<file path="src/rtl/conv_layer_seq_pkg.sv">
// Shared types and constants for the convolution layer sequencer.
// Holds the FSM state encoding and the default kernel geometry.
package conv_layer_seq_pkg;

  localparam int unsigned KERNEL_SIZE_DFLT = 3;
  localparam int unsigned KK               = KERNEL_SIZE_DFLT * KERNEL_SIZE_DFLT;
  localparam int unsigned CNT_W            = 10;

  typedef enum logic [2:0] {
    S_IDLE,
    S_LOAD_W,
    S_STREAM,
    S_DRAIN,
    S_FIN
  } seq_state_e;

endpackage

</file>
<file path="src/rtl/conv_layer_seq_if.sv">
// Control and PE-array-side signal bundle of the convolution layer sequencer.
// The slave modport is the sequencer; the master modport is its environment.
interface conv_layer_seq_if #(
  parameter int unsigned PASS_W = 6
);
  logic              start;
  logic [4:0]        cfg_featmap_size;
  logic [PASS_W-1:0] cfg_num_passes;
  logic              cfg_bias_mode;
  logic              pe_dout_st;
  logic              busy;
  logic              done;
  logic              err;
  logic              win_st;
  logic              w_rd_en;
  logic              din_st;
  logic              d_rd_en;
  logic [4:0]        featmap_size;
  logic              convlayer_state;
  logic [PASS_W-1:0] pass_idx;
  logic              out_valid;
  logic [4:0]        out_row;
  logic [4:0]        out_col;

  modport slave (
    input  start, cfg_featmap_size, cfg_num_passes, cfg_bias_mode, pe_dout_st,
    output busy, done, err, win_st, w_rd_en, din_st, d_rd_en, featmap_size,
           convlayer_state, pass_idx, out_valid, out_row, out_col
  );

  modport master (
    output start, cfg_featmap_size, cfg_num_passes, cfg_bias_mode, pe_dout_st,
    input  busy, done, err, win_st, w_rd_en, din_st, d_rd_en, featmap_size,
           convlayer_state, pass_idx, out_valid, out_row, out_col
  );

endinterface

</file>
<file path="src/rtl/conv_layer_seq_tracker.sv">
// Raster-position tracker for the PE output stream of one pass.
// Flags which samples are complete convolution windows and reports when the map is done.
module conv_out_tracker
  import conv_layer_seq_pkg::*;
#(
  parameter int unsigned KERNEL_SIZE = KERNEL_SIZE_DFLT
) (
  input  logic       clk,
  input  logic       rst,
  input  logic       clr,
  input  logic       en,
  input  logic       pe_dout_st,
  input  logic [4:0] fm,
  output logic       out_valid,
  output logic [4:0] out_row,
  output logic [4:0] out_col,
  output logic       finished
);

  logic       run_q, run_d;
  logic       fin_q, fin_d;
  logic [4:0] r_q, r_d;
  logic [4:0] c_q, c_d;
  logic       valid_q, valid_d;
  logic [4:0] row_q, row_d;
  logic [4:0] col_q, col_d;

  logic       pos_ok;
  logic [4:0] pr, pc;
  logic [4:0] fm_last, lim;

  assign fm_last = fm - 5'd1;
  assign lim     = fm - 5'(KERNEL_SIZE);

  // The position handled this cycle is (0,0) on the start cycle, else the running counters;
  // results land in the output flops one cycle later, in step with the PE's registered dout.
  always_comb begin
    run_d   = run_q;
    fin_d   = fin_q;
    r_d     = r_q;
    c_d     = c_q;
    pos_ok  = 1'b0;
    pr      = '0;
    pc      = '0;
    if (clr) begin
      run_d = 1'b0;
      fin_d = 1'b0;
      r_d   = '0;
      c_d   = '0;
    end else if (run_q || (en && !fin_q && pe_dout_st)) begin
      pos_ok = 1'b1;
      pr     = run_q ? r_q : '0;
      pc     = run_q ? c_q : '0;
      run_d  = 1'b1;
      r_d    = pr;
      if (pc == fm_last) begin
        c_d = '0;
        if (pr == fm_last) begin
          run_d = 1'b0;
          fin_d = 1'b1;
          r_d   = '0;
        end else begin
          r_d = pr + 5'd1;
        end
      end else begin
        c_d = pc + 5'd1;
      end
    end
    valid_d = pos_ok && (pr <= lim) && (pc <= lim);
    row_d   = pos_ok ? pr : row_q;
    col_d   = pos_ok ? pc : col_q;
  end

  always_ff @(posedge clk or posedge rst) begin
    if (rst) begin
      run_q   <= 1'b0;
      fin_q   <= 1'b0;
      r_q     <= '0;
      c_q     <= '0;
      valid_q <= 1'b0;
      row_q   <= '0;
      col_q   <= '0;
    end else begin
      run_q   <= run_d;
      fin_q   <= fin_d;
      r_q     <= r_d;
      c_q     <= c_d;
      valid_q <= valid_d;
      row_q   <= row_d;
      col_q   <= col_d;
    end
  end

  assign out_valid = valid_q;
  assign out_row   = row_q;
  assign out_col   = col_q;
  assign finished  = fin_q;

endmodule

</file>
<file path="src/rtl/conv_layer_seq.sv">
// Convolution layer sequencer: per pass loads weights, streams the feature map,
// then waits for the PE output stream to drain; repeats for the configured passes.
module conv_layer_seq
  import conv_layer_seq_pkg::*;
#(
  parameter int unsigned KERNEL_SIZE  = KERNEL_SIZE_DFLT,
  parameter int unsigned PASS_W       = 6,
  parameter int unsigned TIMEOUT_MULT = 2
) (
  input  logic           clk,
  input  logic           rst,
  conv_layer_seq_if.slave bus
);

  localparam int unsigned WD_W     = 11 + $clog2(TIMEOUT_MULT);
  localparam int unsigned LOAD_LEN = KERNEL_SIZE * KERNEL_SIZE;
  localparam logic [CNT_W-1:0] LOAD_LAST = CNT_W'(LOAD_LEN - 1);

  seq_state_e        state_q, state_d;
  logic [4:0]        fm_q, fm_d;
  logic [PASS_W-1:0] last_q, last_d;
  logic              cls_q, cls_d;
  logic              err_q, err_d;
  logic [PASS_W-1:0] pass_q, pass_d;
  logic [CNT_W-1:0]  cnt_q, cnt_d;
  logic [WD_W-1:0]   wd_q, wd_d;

  logic [CNT_W-1:0]  area;
  logic [CNT_W-1:0]  stream_last;
  logic [WD_W-1:0]   wd_last;
  logic              too_small;
  logic              trk_clr;
  logic              trk_en;
  logic              trk_done;

  assign area        = CNT_W'(fm_q) * CNT_W'(fm_q);
  assign stream_last = area - CNT_W'(1);
  assign wd_last     = WD_W'(TIMEOUT_MULT) * WD_W'(area) - WD_W'(1);
  assign too_small   = 32'(bus.cfg_featmap_size) < KERNEL_SIZE;

  always_comb begin
    state_d = state_q;
    fm_d    = fm_q;
    last_d  = last_q;
    cls_d   = cls_q;
    err_d   = err_q;
    pass_d  = pass_q;
    cnt_d   = cnt_q;
    wd_d    = wd_q;
    unique case (state_q)
      S_IDLE: begin
        if (bus.start) begin
          fm_d   = bus.cfg_featmap_size;
          last_d = (bus.cfg_num_passes == '0) ? '0 : bus.cfg_num_passes - PASS_W'(1);
          cls_d  = ~bus.cfg_bias_mode;
          pass_d = '0;
          cnt_d  = '0;
          wd_d   = '0;
          err_d  = too_small;
          state_d = too_small ? S_FIN : S_LOAD_W;
        end
      end
      S_LOAD_W: begin
        if (cnt_q == LOAD_LAST) begin
          cnt_d   = '0;
          state_d = S_STREAM;
        end else begin
          cnt_d = cnt_q + CNT_W'(1);
        end
      end
      S_STREAM: begin
        if (cnt_q == stream_last) begin
          cnt_d   = '0;
          wd_d    = '0;
          state_d = S_DRAIN;
        end else begin
          cnt_d = cnt_q + CNT_W'(1);
        end
      end
      S_DRAIN: begin
        // Tracker completion wins over a watchdog expiry landing on the same cycle.
        if (trk_done) begin
          if (pass_q == last_q) begin
            state_d = S_FIN;
          end else begin
            pass_d  = pass_q + PASS_W'(1);
            state_d = S_LOAD_W;
          end
        end else if (wd_q == wd_last) begin
          err_d   = 1'b1;
          state_d = S_FIN;
        end else begin
          wd_d = wd_q + WD_W'(1);
        end
      end
      S_FIN:   state_d = S_IDLE;
      default: state_d = S_IDLE;
    endcase
  end

  always_ff @(posedge clk or posedge rst) begin
    if (rst) begin
      state_q <= S_IDLE;
      fm_q    <= '0;
      last_q  <= '0;
      cls_q   <= 1'b0;
      err_q   <= 1'b0;
      pass_q  <= '0;
      cnt_q   <= '0;
      wd_q    <= '0;
    end else begin
      state_q <= state_d;
      fm_q    <= fm_d;
      last_q  <= last_d;
      cls_q   <= cls_d;
      err_q   <= err_d;
      pass_q  <= pass_d;
      cnt_q   <= cnt_d;
      wd_q    <= wd_d;
    end
  end

  assign trk_clr = (state_q == S_LOAD_W);
  assign trk_en  = (state_q == S_STREAM) || (state_q == S_DRAIN);

  conv_out_tracker #(
    .KERNEL_SIZE(KERNEL_SIZE)
  ) u_tracker (
    .clk        (clk),
    .rst        (rst),
    .clr        (trk_clr),
    .en         (trk_en),
    .pe_dout_st (bus.pe_dout_st),
    .fm         (fm_q),
    .out_valid  (bus.out_valid),
    .out_row    (bus.out_row),
    .out_col    (bus.out_col),
    .finished   (trk_done)
  );

  assign bus.busy            = (state_q != S_IDLE);
  assign bus.done            = (state_q == S_FIN);
  assign bus.err             = err_q;
  assign bus.w_rd_en         = (state_q == S_LOAD_W);
  assign bus.win_st          = (state_q == S_LOAD_W) && (cnt_q == '0);
  assign bus.d_rd_en         = (state_q == S_STREAM);
  assign bus.din_st          = (state_q == S_STREAM) && (cnt_q == '0);
  assign bus.featmap_size    = fm_q;
  assign bus.convlayer_state = cls_q;
  assign bus.pass_idx        = pass_q;

endmodule

</file>
<file path="src/flat_wrapper.sv">
// flat-port wrapper written by rule: the top's interface ports become plain ports
module conv_layer_seq_flat import conv_layer_seq_pkg::*;
#(
  parameter int unsigned KERNEL_SIZE  = KERNEL_SIZE_DFLT,
  parameter int unsigned PASS_W       = 6,
  parameter int unsigned TIMEOUT_MULT = 2
)
  (clk, rst, bus_start, bus_cfg_featmap_size, bus_cfg_num_passes, bus_cfg_bias_mode, bus_pe_dout_st, bus_busy, bus_done, bus_err, bus_win_st, bus_w_rd_en, bus_din_st, bus_d_rd_en, bus_featmap_size, bus_convlayer_state, bus_pass_idx, bus_out_valid, bus_out_row, bus_out_col);
  conv_layer_seq_if #(.PASS_W(PASS_W)) bus_i ();
  input  logic clk;
  input  logic rst;
  input wire logic [$bits(bus_i.start)-1:0] bus_start;
  input wire logic [$bits(bus_i.cfg_featmap_size)-1:0] bus_cfg_featmap_size;
  input wire logic [$bits(bus_i.cfg_num_passes)-1:0] bus_cfg_num_passes;
  input wire logic [$bits(bus_i.cfg_bias_mode)-1:0] bus_cfg_bias_mode;
  input wire logic [$bits(bus_i.pe_dout_st)-1:0] bus_pe_dout_st;
  output wire logic [$bits(bus_i.busy)-1:0] bus_busy;
  output wire logic [$bits(bus_i.done)-1:0] bus_done;
  output wire logic [$bits(bus_i.err)-1:0] bus_err;
  output wire logic [$bits(bus_i.win_st)-1:0] bus_win_st;
  output wire logic [$bits(bus_i.w_rd_en)-1:0] bus_w_rd_en;
  output wire logic [$bits(bus_i.din_st)-1:0] bus_din_st;
  output wire logic [$bits(bus_i.d_rd_en)-1:0] bus_d_rd_en;
  output wire logic [$bits(bus_i.featmap_size)-1:0] bus_featmap_size;
  output wire logic [$bits(bus_i.convlayer_state)-1:0] bus_convlayer_state;
  output wire logic [$bits(bus_i.pass_idx)-1:0] bus_pass_idx;
  output wire logic [$bits(bus_i.out_valid)-1:0] bus_out_valid;
  output wire logic [$bits(bus_i.out_row)-1:0] bus_out_row;
  output wire logic [$bits(bus_i.out_col)-1:0] bus_out_col;
  assign bus_i.start = bus_start;
  assign bus_i.cfg_featmap_size = bus_cfg_featmap_size;
  assign bus_i.cfg_num_passes = bus_cfg_num_passes;
  assign bus_i.cfg_bias_mode = bus_cfg_bias_mode;
  assign bus_i.pe_dout_st = bus_pe_dout_st;
  assign bus_busy = bus_i.busy;
  assign bus_done = bus_i.done;
  assign bus_err = bus_i.err;
  assign bus_win_st = bus_i.win_st;
  assign bus_w_rd_en = bus_i.w_rd_en;
  assign bus_din_st = bus_i.din_st;
  assign bus_d_rd_en = bus_i.d_rd_en;
  assign bus_featmap_size = bus_i.featmap_size;
  assign bus_convlayer_state = bus_i.convlayer_state;
  assign bus_pass_idx = bus_i.pass_idx;
  assign bus_out_valid = bus_i.out_valid;
  assign bus_out_row = bus_i.out_row;
  assign bus_out_col = bus_i.out_col;
  conv_layer_seq #(.KERNEL_SIZE(KERNEL_SIZE), .PASS_W(PASS_W), .TIMEOUT_MULT(TIMEOUT_MULT)) u_core (.clk(clk), .rst(rst), .bus(bus_i));
endmodule
</file>
<file path="config.mk">
export PLATFORM = sky130hd
export DESIGN_NAME = conv_layer_seq_flat
export DESIGN_NICKNAME = d
export VERILOG_FILES = /design/src/rtl/conv_layer_seq_pkg.sv /design/src/rtl/conv_layer_seq_if.sv /design/src/rtl/conv_layer_seq_tracker.sv /design/src/rtl/conv_layer_seq.sv /design/src/flat_wrapper.sv
export SDC_FILE = /design/constraint.sdc
export NUM_CORES = 1
export LEC_CHECK = 0
export CORE_ASPECT_RATIO = 0.7
export CORE_MARGIN = 1.5
export CORE_UTILIZATION = 55
export DETAILED_ROUTE_END_ITERATION = 8
export PLACE_DENSITY_LB_ADDON = 0.05
export SKIP_LAST_GASP = 1
export SLEW_MARGIN = 20
export SYNTH_ARGS = -nofsm -noshare
export SYNTH_HDL_FRONTEND = slang
export SYNTH_HIERARCHICAL = 1
export SYNTH_SLANG_ARGS = --single-unit
</file>
<file path="constraint.sdc">
create_clock -name clk -period 8.7 [get_ports clk]
set_clock_uncertainty 0.15 [all_clocks]
set_input_delay 0.87 -clock clk [delete_from_list [all_inputs] [get_ports clk]]
set_output_delay 0.87 -clock clk [all_outputs]
set_load 0.05 [all_outputs]
</file>
== After elaboration in Yosys (flattened, before gate mapping) ==
Cells that the tools add are included.

* $mul: 1
* Add/sub/neg operators: 10
* Shift-type cells: 0
* Equal/unequal tests: 19
* Muxes and demuxes: 49
* Bitwise operators: 1
* $lt $le $gt $ge: 3
* Reduce and logical (&&, ||, !) cells: 26
* Div/mod/pow operators: 0

{| class="wikitable"
|+ Operators by type and width
! cell !! count
|-
| $mux W5 || 13
|-
| $mux W12 || 4
|-
| $pmux W12 S3 || 1
|-
| $mux W10 || 3
|-
| $pmux W10 S3 || 1
|-
| $mux W6 || 4
|-
| $mux W3 || 7
|-
| $mux W1 || 13
|-
| $add A12 B1 Y12 const B || 1
|-
| $eq A12 B12 Y1 || 1
|-
| $pmux W3 S4 || 1
|-
| $pmux W6 S2 || 1
|-
| $reduce_and A4 Y1 || 3
|-
| $sub A11 B1 Y12 const B || 1
|-
| $add A10 B1 Y10 const B || 1
|-
| $add A5 B1 Y5 const B || 2
|-
| $eq A10 B10 Y1 || 1
|-
| $eq A10 B4 Y1 const B || 1
|-
| $eq A5 B5 Y1 || 2
|-
| $le A5 B5 Y1 || 2
|-
| $logic_not A10 Y1 || 1
|-
| $mul A5 B5 Y10 || 1
|-
| $ne A2 B2 Y1 const B || 5
|-
| $sub A10 B1 Y10 const B || 1
|-
| 23 further kinds || 38
|}

* Memories: 0
* Memory bits (read-only): 0
* Bits in latches: 0
* Bits in registers: 67
* Input bits: 16
* Logic and storage cells: 124
* Output and inout bits: 30
* Bits in writable memories: 0

== Longest topological paths before layout ==
* Word-level depth: 10
* Depth in mapped cells: 17
* Mapped depth without buffers: 15

== Modules after synthesis ==
Netlist, hierarchy kept.

{| class="wikitable"
|+ Modules (own cells, without submodules)
! module !! sequential area each (µm²) !! instances !! area an instance (µm²) !! cells each
|-
| conv_layer_seq || 1101.1 || 1 || 3427.0 || 402
|-
| conv_out_tracker || 575.6 || 1 || 1631.6 || 184
|}

== Worst setup path before layout ==
No wires, ideal clock.

* Path type: reg-to-reg
* Start: register u_core.fm_q[1] (netlist: u_core/bus.featmap_size[1])
* End: register u_core.wd_q[1]
* Buffers on the path: 2
* Period minus slack after synthesis: 5.369 ns
* Stages on the path, launching flop included: 18
* Data arrival time: 5.139 ns
* Data required time: 8.471 ns
* Slack: 3.331 ns
* Library setup time: 0.079 ns
* Path through: dfrtp_1 -> buf_2 -> nand2_1 -> fa_1 -> inv_1 -> fa_1 -> ha_1 -> a31o_2 -> ha_1 -> and3_1 -> o2111a_1 -> a211o_1 -> nor3_1 -> mux2_2 -> o22ai_1 -> o221a_2 -> buf_4 -> mux2i_1

* Cells in the longest elaborated chain, start to end: 5
* Elaborated cells between the ends (all ways): 8
* Those cells by class: 2 x add/sub; 1 x mul; 4 x eq/ne; 1 x reduce/logical

{| class="wikitable"
|+ RTL lines
! element !! RTL line !! RTL
|-
| from (decl) || conv_layer_seq.sv:20 || <nowiki>logic [4:0] fm_q, fm_d;</nowiki>
|-
| from (signal assigned) || conv_layer_seq.sv:113 || <nowiki>fm_q <= fm_d;</nowiki>
|-
| $mul A5 B5 Y10 (*) || conv_layer_seq.sv:36 || <nowiki>assign area = CNT_W'(fm_q) * CNT_W'(fm_q);</nowiki>
|-
| $sub A11 B1 Y12 or $sub A10 B1 Y10 (tied branches) || conv_layer_seq.sv:38, conv_layer_seq.sv:37 ||
|-
| $eq A12 B12 Y1 or $eq A10 B10 Y1 (tied branches) || conv_layer_seq.sv:89, conv_layer_seq.sv:72 ||
|-
| $ne A2 B2 Y1 (no source line) or $ne A2 B1 Y1 (tied branches) || - ||
|-
| $reduce_and A5 Y1 (no source line) (*) || - ||
|-
| to (signal assigned) || conv_layer_seq.sv:119 || <nowiki>wd_q <= wd_d;</nowiki>
|-
| to (decl) || conv_layer_seq.sv:26 || <nowiki>logic [WD_W-1:0] wd_q, wd_d;</nowiki>
|}

Mark *: on every way between the ends. The rest lies on a longest branch, timed or not.
A chain may end at the register's enable or synchronous reset.

== Final worst setup path ==
* Start: register u_core.fm_q[0] (netlist: u_core/bus.featmap_size[0])
* End: register u_core.wd_q[10]

The elaborated chain is that of the path after synthesis.

==> metrics.txt <==
Worst Max-Slew Pin Slew=1.06 ns; Final period util=68.2%; Clock Power Share=16.3%; final instance count without filler cells=749; most common cell after layout, fill and taps aside=nand2_1; yosys warns=6; syn nets=630; met3 Use GR=5.15%; CP Cell Sequence=nand2_1 -> fa_1 -> inv_1 -> fa_1 -> ha_1 -> a31o_2 -> ha_1 -> and3_1 -> o2111a_1 -> a211o_1 -> nor3_1 -> mux2_2 -> o211ai_1 -> a41oi_1 -> a31oi_1; total congestion overflow=0; CP Capture Type=flop; M1 GR Usage=40.3%; Syn Area/Cell=8.63 um2; DP Cell Count=733; commonest cells after routing, fill and taps aside=nand2_1 (70), dfrtp_1 (67), clkdlybuf4s50_1 (45); number of port buffers=45; Synth top area share=33.1%; CTS Buf Count=9; initial antenna violation count=0; Final TNS setup=0 ns; Tmin final=5.93 ns; number of synthesized register bits=67; IO Count=46; Fmax=169 MHz; Pins Over Slew Limit=0; Fin. Hold Viols=0; hold_sp=u_core/u_tracker/out_col[4]$_DFFE_PP0P_; Initial Utilization=56.2%; dominant cells by area after synthesis=dfrtp_1 (33%), ha_1 (6.4%), nand2_1 (5.2%); switching pwr=1110 uW; Synth cell types=79; post-route ant nets=0; CP max stage delay=0.83 ns; leak pwr=0.00263 uW; depth of the most critical reg-to-reg path=15; synthesis-to-layout area growth=16.1%; vias per std cell=6.08; worst r2r dst=u_core/wd_q[10]$_DFFE_PP0P_; Slowest-stage cell, CP=o211ai_1; post-synthesis cell area=5060 um2; DR iter-0 viols=292; WL per Instance=16.7 um; # diodes=0; Comb power frac=59.0%; peak supply drop=0.191 mV; hold depth=2; Bufs on Longest Clock Path=2; hpwl dp=9.42 mm; die width=118 um; full die area=9790 um2; post-CTS setup buffers=0; worst hold path class=flop to flop; first-pass GRT wire length=21.1 mm; vias in the first global route=4259; H-tree levels=3; EDFF count, synth=0; critical-path maximum fanout=21; FILL cells=803; clk sinks=67; Startpoint Class=flop; sequential power share=24.7%; CTS resizes=0; DRC viols=0; Pint=1160 uW; WS Path Type=flop to flop; status=completed; Arr. time, crit path=6.04 ns; clk_lat worst skew=0.34 ns; CP startpoint=u_core/bus.featmap_size[0]$_DFFE_PP0P_; layout cells sized above 1=6.88%; DRT Pass-1 Iters=5; Via Count=4556; Worst Hold End=u_core/u_tracker/out_col[4]$_DFFE_PP0P_; sequential fraction of the synthesis area=33.1%; final setup fails=0; sw frac=48.8%; row cnt=29; nets@finish=664; Reg clk slew, reported paths=0.06 ns; asr flop ratio synth=100%; CP bufs+invs=1; routing usage on met2=39.1%; Most Crowded Layer GR=met1; Max transition margin=29.1%; area leader, netlist=dfrtp_1; PwrDens=386 nW/um2; Req. time, crit path=8.81 ns; reg2reg start=u_core/bus.featmap_size[0]$_DFFE_PP0P_; CTS Root Cell=clkbuf_16; Post-CTS Hold Buffers=0; R2R setup slack=2.77 ns; Synth Instances=586; core area=9000 um2; GRT Total Usage=26.8%; Max Cap Viol=0; Routed WL=12.5 mm; RSZ-0062 raised after global routing=no; Pwr Total=2270 uW; GPL Wtd Cong=0.858; delay-heaviest family, CP=compound AO/OA/AOI/OAI gates; largest net degree at the start of global routing=45; die height=83.2 um; main flop type after synthesis=dfrtp_1; CTS tree=done
==> power by group through the flow <==
stage          combinational [uW]  sequential (uW)  clock [uW]
5_1_grt                      1470              579         389
2_1_floorplan                1000              572           0
3_3_place_gp                 1300              554           0
4_1_cts                      1330              557         377
3_5_place_dp                 1320              562           0
6_report                     1340              561         369
==> metal layers <==
layer,vias to the layer above,routed length (um)
li1,2198,-
met1,2185,6110
met2,160,5280
met3,13,985
met4,0,150
met5,-,0
==> Yosys cell counts, types with 4 or more instances <==
cell and count:
and2_1 19, nand3b_1 5, nor2b_1 7, nand4_1 4, xnor3_1 5, nor3_1 17
and3_1 15, o22ai_1 6, a221oi_1 5, a22o_1 4, nand2_1 70, a211oi_1 6
ha_1 26, a21oi_1 25, nor2_1 39, nand3_1 21, o21ai_0 35, clkbuf_1 15
buf_2 5, a31oi_1 14, o21a_1 7, dfrtp_1 67, xor2_1 20, nor3b_1 4
inv_1 34, nor4_1 10, o211ai_1 7, xnor2_1 21, a21o_1 6
==> registers in the layout, indices dropped and copies added (netlist names) <==
name and flops:
u_core/u_tracker/finished 1, u_core/u_tracker/out_valid 1, u_core/bus.convlayer_state 1, u_core/state_q 3, u_core/u_tracker/out_row 5, u_core/u_tracker/c_q 5, u_core/bus.pass_idx 6, u_core/u_tracker/r_q 5
u_core/last_q 6, u_core/u_tracker/out_col 5, u_core/bus.err 1, u_core/wd_q 12, u_core/u_tracker/run_q 1, u_core/cnt_q 10, u_core/bus.featmap_size 5
==> worst max path at each step <==
stage,cells after the start,end,slack [ns]
2_1_floorplan,17,u_core/wd_q[1]$_DFFE_PP0P_,3.33
3_3_place_gp,15,u_core/state_q[1]$_DFFE_PP0P_,3.01
3_5_place_dp,15,u_core/wd_q[10]$_DFFE_PP0P_,2.84
4_1_cts,15,u_core/wd_q[7]$_DFFE_PP0P_,2.84
5_1_grt,15,u_core/wd_q[10]$_DFFE_PP0P_,2.42
6_report,15,u_core/wd_q[10]$_DFFE_PP0P_,2.77
==> cell families after synthesis <==
family,Yosys count,share of synthesized area [%]
adder cells (fa/ha/maj),28,7.22
multiplexers,5,1.04
XOR/XNOR,47,9.65
buffers and inverters,59,4.82
AND/OR/NAND/NOR,230,23.4
flip-flops,67,33.1
AO/OA/AOI/OAI,150,20.7
==> worst min-delay path: stages (launching register included) <==
cell     delay (ns)
dfrtp_1        0.34
nand2_1        0.05
o21ai_0        0.06
==> final cells by class <==
cell class	instances	area, um2	area share (%)
Sequential cell	67	1680	28.6
Timing Repair Buffer	47	465	7.93
Multi-Input combinational cell	460	3140	53.5
Clock inverter	6	65.1	1.11
Tap cell	124	155	2.64
Clock buffer	10	239	4.07
Inverter	35	131	2.24
==> per-stage QoR <==
step                      area (um2)  hold WS (ns)  worst slack (ns)  utilization (%)
after detailed placement        5570         0.316              2.84             61.9
after floorplan                 5060         0.319              3.33                -
final                           5870         0.325              2.77             65.2
after CTS                       5870         0.329              2.84             65.2
after global routing            5870         0.348              2.42             65.2
after global placement          5570         0.309              3.01             61.9
No activity file was read; power rests on OpenSTA's default activity.
